==> src/rtl/writeback_stage.sv <==
// Writeback stage: 2-entry retire FIFO feeding one registered register-file write port.
// Optional macro WB_FORWARD_EN exposes the FIFO head's pending write on fwd_*.
module writeback_stage #(
  parameter int ADDR_WIDTH = 5,
  parameter int DATA_WIDTH = 64
) (
  input  logic                  clk,
  input  logic                  reset,
  input  logic                  in_valid,
  output logic                  in_ready,
  input  logic                  in_wb_en,
  input  logic [ADDR_WIDTH-1:0] in_rd,
  input  logic                  in_is_load,
  input  logic [2:0]            in_funct3,
  input  logic [2:0]            in_addr_lo,
  input  logic [DATA_WIDTH-1:0] in_alu_result,
  input  logic [DATA_WIDTH-1:0] in_mem_data,
  input  logic                  wb_hold,
  output logic                  rf_write_enable,
  output logic [ADDR_WIDTH-1:0] rf_write_addr,
  output logic [DATA_WIDTH-1:0] rf_write_data,
  output logic [ADDR_WIDTH-1:0] rf_reset_write_addr,
  output logic [63:0]           retire_count,
  output logic                  fwd_valid,
  output logic [ADDR_WIDTH-1:0] fwd_rd,
  output logic [DATA_WIDTH-1:0] fwd_data
);

  logic [DATA_WIDTH-1:0] shifted_s;
  logic [DATA_WIDTH-1:0] load_data_s;
  logic [DATA_WIDTH-1:0] push_data_s;
  logic                  push_we_s;
  logic                  push_s;
  logic                  pop_s;

  logic                  entry_we_r   [2];
  logic [ADDR_WIDTH-1:0] entry_rd_r   [2];
  logic [DATA_WIDTH-1:0] entry_data_r [2];
  logic                  wr_ptr_r;
  logic                  rd_ptr_r;
  logic [1:0]            count_r;
  logic [1:0]            count_next_s;

  logic                  rf_we_r;
  logic [ADDR_WIDTH-1:0] rf_addr_r;
  logic [DATA_WIDTH-1:0] rf_data_r;
  logic [63:0]           retire_r;

  assign in_ready = !reset && (count_r < 2'd2);
  assign push_s   = in_valid && in_ready;
  assign pop_s    = (count_r != 2'd0) && !wb_hold;

  // Byte-lane alignment and sign/zero extension of load data
  always_comb begin
    shifted_s   = in_mem_data >> {in_addr_lo, 3'b000};
    load_data_s = {DATA_WIDTH{1'b0}};
    case (in_funct3)
      3'd0: load_data_s = {{(DATA_WIDTH-8){shifted_s[7]}}, shifted_s[7:0]};
      3'd1: load_data_s = {{(DATA_WIDTH-16){shifted_s[15]}}, shifted_s[15:0]};
      3'd2: load_data_s = {{(DATA_WIDTH-32){shifted_s[31]}}, shifted_s[31:0]};
      3'd3: load_data_s = shifted_s;
      3'd4: load_data_s = {{(DATA_WIDTH-8){1'b0}}, shifted_s[7:0]};
      3'd5: load_data_s = {{(DATA_WIDTH-16){1'b0}}, shifted_s[15:0]};
      3'd6: load_data_s = {{(DATA_WIDTH-32){1'b0}}, shifted_s[31:0]};
      default: load_data_s = {DATA_WIDTH{1'b0}};
    endcase
  end

  // Resolve write qualification and data before buffering, so the FIFO holds final values
  always_comb begin
    push_we_s = in_wb_en && (in_rd != {ADDR_WIDTH{1'b0}});
    if (!push_we_s) begin
      push_data_s = {DATA_WIDTH{1'b0}};
    end else if (in_is_load) begin
      push_data_s = load_data_s;
    end else begin
      push_data_s = in_alu_result;
    end
  end

  // Occupancy update; a simultaneous push and pop leaves it unchanged
  always_comb begin
    count_next_s = count_r;
    case ({push_s, pop_s})
      2'b10:   count_next_s = count_r + 2'd1;
      2'b01:   count_next_s = count_r - 2'd1;
      default: count_next_s = count_r;
    endcase
  end

  // FIFO pointers, occupancy and entry storage
  always_ff @(posedge clk) begin
    if (reset) begin
      wr_ptr_r        <= 1'b0;
      rd_ptr_r        <= 1'b0;
      count_r         <= 2'd0;
      entry_we_r[0]   <= 1'b0;
      entry_we_r[1]   <= 1'b0;
      entry_rd_r[0]   <= {ADDR_WIDTH{1'b0}};
      entry_rd_r[1]   <= {ADDR_WIDTH{1'b0}};
      entry_data_r[0] <= {DATA_WIDTH{1'b0}};
      entry_data_r[1] <= {DATA_WIDTH{1'b0}};
    end else begin
      count_r <= count_next_s;
      if (push_s) begin
        entry_we_r[wr_ptr_r]   <= push_we_s;
        entry_rd_r[wr_ptr_r]   <= push_we_s ? in_rd : {ADDR_WIDTH{1'b0}};
        entry_data_r[wr_ptr_r] <= push_data_s;
        wr_ptr_r               <= ~wr_ptr_r;
      end
      if (pop_s) begin
        rd_ptr_r <= ~rd_ptr_r;
      end
    end
  end

  // Registered register-file port: live for exactly the cycle after a pop
  always_ff @(posedge clk) begin
    if (reset) begin
      rf_we_r   <= 1'b0;
      rf_addr_r <= {ADDR_WIDTH{1'b0}};
      rf_data_r <= {DATA_WIDTH{1'b0}};
      retire_r  <= 64'd0;
    end else if (pop_s) begin
      rf_we_r   <= entry_we_r[rd_ptr_r];
      rf_addr_r <= entry_we_r[rd_ptr_r] ? entry_rd_r[rd_ptr_r] : {ADDR_WIDTH{1'b0}};
      rf_data_r <= entry_we_r[rd_ptr_r] ? entry_data_r[rd_ptr_r] : {DATA_WIDTH{1'b0}};
      retire_r  <= retire_r + 64'd1;
    end else begin
      rf_we_r   <= 1'b0;
      rf_addr_r <= {ADDR_WIDTH{1'b0}};
      rf_data_r <= {DATA_WIDTH{1'b0}};
    end
  end

  assign rf_write_enable     = rf_we_r;
  assign rf_write_addr       = rf_addr_r;
  assign rf_write_data       = rf_data_r;
  assign rf_reset_write_addr = rf_addr_r;
  assign retire_count        = retire_r;

`ifdef WB_FORWARD_EN
  // Forward the head's pending write; wb_hold does not hide it
  always_comb begin
    fwd_valid = !reset && (count_r != 2'd0) && entry_we_r[rd_ptr_r];
    if (fwd_valid) begin
      fwd_rd   = entry_rd_r[rd_ptr_r];
      fwd_data = entry_data_r[rd_ptr_r];
    end else begin
      fwd_rd   = {ADDR_WIDTH{1'b0}};
      fwd_data = {DATA_WIDTH{1'b0}};
    end
  end
`else
  assign fwd_valid = 1'b0;
  assign fwd_rd    = {ADDR_WIDTH{1'b0}};
  assign fwd_data  = {DATA_WIDTH{1'b0}};
`endif

endmodule

==> config.mk <==
export PLATFORM = sky130hd
export DESIGN_NAME = writeback_stage
export DESIGN_NICKNAME = d
export VERILOG_FILES = /design/src/rtl/writeback_stage.sv
export SDC_FILE = /design/constraint.sdc
export NUM_CORES = 1
export LEC_CHECK = 0
export ABC_AREA = 1
export CORE_UTILIZATION = 50
export DETAILED_ROUTE_END_ITERATION = 16
export PLACE_DENSITY_LB_ADDON = 0.1
export SLEW_MARGIN = 10
export SYNTH_ARGS = -nofsm -noshare
export SYNTH_HDL_FRONTEND = slang
export SYNTH_SLANG_ARGS = --single-unit
==> constraint.sdc <==
create_clock -name clk -period 8.68 [get_ports clk]
set_input_delay 0.868 -clock clk [delete_from_list [all_inputs] [get_ports clk]]
set_output_delay 0.868 -clock clk [all_outputs]
set_load 0.01 [all_outputs]
**After elaboration in Yosys (flattened, before gate mapping)**

Memories as Yosys holds them, arrays and structs flattened. A register that Yosys moved wholly into a read port is not among the register bits.
Index checks and enable logic that the tools add are counted.

- Register bits after elaboration: 69
- Latch bits: 0
- Bits in writable memories: 140
- Bits in read-only memories: 0
- Input bits: 145
- Output and inout port bits: 210
- Memories: 3

- Add/sub/neg operators: 3
- Multiply operators: 0
- Divide/modulo/power cells: 0
- Magnitude comparators: 1
- Equal/unequal tests: 8
- Shift operators: 1
- Muxes and demuxes: 21
- Bitwise gates (word level): 4
- Reductions and logical operators: 15

Memory list:

| name | words | bits a word | read ports | clocked after Yosys merged registers in | wr ports | RTL line | RTL |
|---|---|---|---|---|---|---|---|
| entry_data_r | 2 | 64 | 1 | 1 | 2 | 38 | `logic [DATA_WIDTH-1:0] entry_data_r [2];` |
| entry_rd_r | 2 | 5 | 1 | 1 | 2 | 37 | `logic [ADDR_WIDTH-1:0] entry_rd_r [2];` |
| entry_we_r | 2 | 1 | 1 | 1 | 2 | 36 | `logic entry_we_r [2];` |

Operators by type and width:

| operator | count |
|---|---|
| one-hot mux 64 bit (7 select lines) | 1 |
| 2-to-1 mux 64 bit | 3 |
| adder 64 x 1 -> 64 bit, second input constant | 1 |
| OR reduction 64 bit | 1 |
| >> shifter 64 x 6 -> 64 bit | 1 |
| 2-to-1 mux 1 bit | 14 |
| 2-to-1 mux 5 bit | 2 |
| equality test 3 bit, second input constant | 3 |
| equality test 3 x 2 -> 1 bit, second input constant | 2 |
| nonzero test 5 bit | 1 |
| OR reduction 5 bit | 1 |
| logical AND 1 bit | 4 |
| inverter 1 bit | 4 |
| one-hot mux 2 bit (2 select lines) | 1 |
| nonzero test 2 bit | 2 |
| equality test 3 x 1 -> 1 bit, second input constant | 1 |
| zero test 3 bit | 1 |
| OR reduction 3 bit | 1 |
| adder 2 x 1 -> 2 bit, second input constant | 1 |
| equality test 2 x 1 -> 1 bit, second input constant | 1 |
| equality test 2 bit, second input constant | 1 |
| zero test 1 bit | 2 |
| < comparator 2 bit, second input constant | 1 |
| OR reduction 2 bit | 1 |
| 2 further kinds | 2 |

**Longest topological paths before layout**

- Depth in word-level cells: 8
- Gate-level depth with buffers: 13

**Least setup slack after synthesis**

Ideal clock, no wire load.

- Path type: input-to-reg
- Start: in reset
- End: mem entry_data_r[0][0] (enable)
- Setup time: 430 ps
- Arrival time: 2973 ps
- Required time: 8250 ps
- Path slack: 5277 ps
- Stages: 4
- Path buffers: 2
- Cells stage by stage: clkbuf_1 > inv_1 > clkbuf_1 > nand2_1

RTL lines:

| item | RTL line | RTL |
|---|---|---|
| start, declared | 8 | `input logic reset,` |
| end, declared | 38 |  |

==> impl_summary.md <==
Logic synthesis
Summing the areas of all and, or, nand and nor instances in the mapped netlist gives 27.43% of the synthesized area. A synthesized cell averages 7.509 um^2. The post-synthesis share of cell area spent on full adders, half adders and majority gates is 0.1681%.

For this run, the register share of the synthesized area comes to 46.92%. The synthesized netlist occupies a cell area of 14890 um^2. Counting flops and latches in the post-synthesis netlist gives 279. The Yosys step of the flow raised 0 warnings. The synthesized instance count is 1983.

Of the total synthesized cell area, the portion taken by XOR and XNOR cells is 1.176%. The count of different cell masters after synthesis is 37. The main combinational cell family by area after synthesis is simple AND/OR/NAND/NOR gates. The synthesized netlist devotes 14.19% of its cell area to compound gates. The post-synthesis mux area share is 0.3361%.

Final layout
The post-synthesis to final-layout area growth is 23.95%. Measured on the finished design, the core utilization comes to 63.61%. The final instance count without filler cells is 2609. Summing all non-filler instances in the final layout gives an area of 18460 um^2.

For this run, the post-layout net count is 2348. Leaving out fill and tap cells, the most frequent cells in the layout are 658 x sky130_fd_sc_hd__nand2_1, 282 x sky130_fd_sc_hd__clkdlybuf4s50_1, 250 x sky130_fd_sc_hd__a21oi_1, 182 x sky130_fd_sc_hd__nor2_1, 140 x sky130_fd_sc_hd__edfxtp_1. The antenna diode instance count is 0. The ratio of cells with drive above 1 in the final layout is 4.944%. The library cell used most frequently in the layout, excluding fill and tap cells, is sky130_fd_sc_hd__nand2_1.

Die
The total number of placement rows is 62. The die covers 30470 um^2. After floorplanning, the core was sized to cover 29010 um^2. For this design the top-level I/O count stands at 355. The initial cell density of the core is 51.32%. The die span in y is 174.6 um. The die is 174.6 um wide.

GRT
The via count of the first global-routing pass is 13330. The total congestion overflow is 0. The first global-routing pass estimated 70050 um of wire. Entering global routing, the biggest net connects 76 pins.

The initial antenna violation count came to 0. The global-route usage over all layers is 29.32%.

Detailed routing
The routed wire length is 46140 um. The detailed router placed 14070 vias in this run. The post-detailed-route count of antenna-violating nets is 0. For this block, the initial DRC count from the detailed router was 1268. In the routed layout, each cell is associated on average with a via count of 5.392. The final routed wire length divided by cell count is 17.69 um. The pre-antenna-repair detailed-routing pass consisted of 5 iterations.

In the routed design, unresolved DRC markers number 0.

Power
Power spread over the standard cell area amounts to 169.5 nW/um^2. Across the VDD grid, the largest voltage drop is 185.0 uV. The total chip power is 3.129 mW. The leakage power total is 6.888 nW.

Critical path
The launching element type of the critical path is a primary input. The largest fanout on the critical path is 75. The worst setup path is of the in -> reg kind. The required time reported for the critical path endpoint is 8.94 ns. Counting both buffers and inverters, the worst setup path holds a total of 3. Data arrives at the worst endpoint at 4.24 ns.

The critical path capture point type is a flip-flop. The signal on the critical path passes through buf_2, inv_2, nand2_1, nand3_1, nand3_1, nand2_1, nand2_2, nand2_2, inv_2, nand2_1, nand2_1, a21oi_1. The largest stage delay on the critical path is 0.85 ns. On the critical path the largest part of the delay comes from buffers and inverters. In this design, the critical path's most frequently occurring cell is sky130_fd_sc_hd__nand2_1. The worst-path cell with the longest stage delay is sky130_fd_sc_hd__buf_2.

Timing
The shortest clock period the worst path allows after layout is 3.978 ns. The number of hold violations in the final report is 0. After layout, the worst path uses 45.82% of the clock period. In this run the tightest slew margin relative to its limit is 21.89%. At the pin with the least slew margin, the transition time is 1.172 ns. The achievable frequency is 0.2514 GHz.

The tightest hold margin is 0.4778 ns. The clock arrives with 0.01409 ns of skew. After routing, the total negative slack on setup checks comes to 0 ns.

The final setup violation count is 0. The worst path setup slack after routing is 4.702 ns. The max-slew violation total from the final report was 0.

Setup repair after global routing left no endpoint under its margin.

CTS
The clock network latency to the later pin of the worst-skew pair is 0.56 ns. The number of hold buffers added after CTS was 0. After clock tree synthesis, the setup repair step added 0 buffers. After clock tree synthesis, the clock-pin slew on the worst setup and hold paths is 0.06 ns. CTS placed an instance of sky130_fd_sc_hd__clkbuf_16 at the clock tree root. The number of buffers added by the clock tree synthesis step is 30. The H-tree level count is 1. The number of gates resized after CTS was 0. The longest clock path from root to sink contains 3 buffers. The tree built by TritonCTS fans out to 279 sinks.

TritonCTS built the clock tree.

Placed design
The weighted congestion reported at the end of routability-driven placement is 0.9743. The final HPWL from detailed placement is 33060 um. In this run the cell area measured after placement is 17510 um^2.

The number of input and output port buffers inserted is 284. The number of placed cells counting well taps is 2553. The minimum setup slack after placement is 4.225 ns.

Status
The run finished with clean final reports.

Hold path
The classification of the worst-slack hold path is reg -> reg.

Flow run
The tool flagged a number of max-cap violations equal to 0.
## logic make-up (layout without fill, tap and decap cells)
kind of cell             after synthesis  after routing
AND/OR/NAND/NOR                      995            995
AO/OA/AOI/OAI                        398            398
buffers and inverters                283            456
flip-flops                           279            279
XOR/XNOR                              20             20
multiplexers                           5              5
adder cells (fa/ha/maj)                2              2
other                                  1             70
## cells in the mapped netlist (all sizes together)
library cell / instances / area share [%]
nand3b: 2 / 0.10
o21bai: 6 / 0.30
edfxtp: 140 / 28
nor2: 196 / 5.4
clkbuf: 55 / 1.4
o21ba: 1 / 0.067
nand4: 44 / 1.8
ha: 2 / 0.17
a31oi: 3 / 0.13
o21ai: 99 / 3.3
and2: 3 / 0.13
mux2i: 5 / 0.34
a21oi: 250 / 8.4
nand2: 669 / 17
nor3: 12 / 0.47
inv: 99 / 2.5
xor2: 8 / 0.47
o21a: 10 / 0.50
xnor2: 12 / 0.71
or2: 6 / 0.25
o211ai: 29 / 1.5
nand3: 60 / 2.1
conb: 1 / 0.025
clkinv: 2 / 0.050
buf: 127 / 5.8
nor4: 3 / 0.13
dfxtp: 139 / 19
## final cells by class
type | count | area, um^2
clock inverter | 11 | 62.56
inverter | 101 | 379.1
timing repair buffer | 299 | 2945
multi-input combinational | 1490 | 6721
tap | 384 | 480.5
sequential | 279 | 6988
fill | 2616 | 10560
clock buffer | 45 | 879.6
## sequential cells by signal, summed over array words and instances, names as in the netlist, named ones only
name / flops
entry_data_r: 128
rf_write_enable: 1
rf_reset_write_addr: 5
count_r: 2
entry_rd_r: 10
retire_count: 64
rd_ptr_r: 1
rf_write_data: 64
wr_ptr_r: 1
entry_we_r: 2
## tightest hold or removal path: cells and delay by family, from the launching register on
| kind | cells | cell delay, ns |
|---|---|---|
| flip-flops | 1 | 0.31 |
| buffers and inverters | 1 | 0.07 |
| AO/OA/AOI/OAI | 1 | 0.06 |
## final timing paths
check                              startpoint             endpoint  slack [ns]  cells after the start
worst max-delay path            in_addr_lo[0]  entry_data_r[1][22]        4.70                     12
worst min-delay path                 wr_ptr_r             wr_ptr_r        0.48                      2
worst max register to register     count_r[1]           count_r[1]        5.99                      9
worst min register to register       wr_ptr_r             wr_ptr_r        0.48                      2
## power by group
| group | internal [mW] | switching [mW] | leakage, nW | total (mW) |
|---|---|---|---|---|
| registers | 1.44 | 0.0197 | 2.59 | 1.46 |
| clock network | 0.699 | 0.524 | 0.461 | 1.22 |
| logic | 0.148 | 0.294 | 3.84 | 0.442 |
| total | 2.29 | 0.838 | 6.89 | 3.13 |
## metal layers
layer	vias to the layer above	routed length, um	track usage (%)
li1	6854	-	-
met1	6529	18080	35.80
met2	592	23340	52.29
met3	94	2920	3.242
met4	0	1803	12.57
met5	-	0	0
No activity file was read; power rests on OpenSTA's default activity.
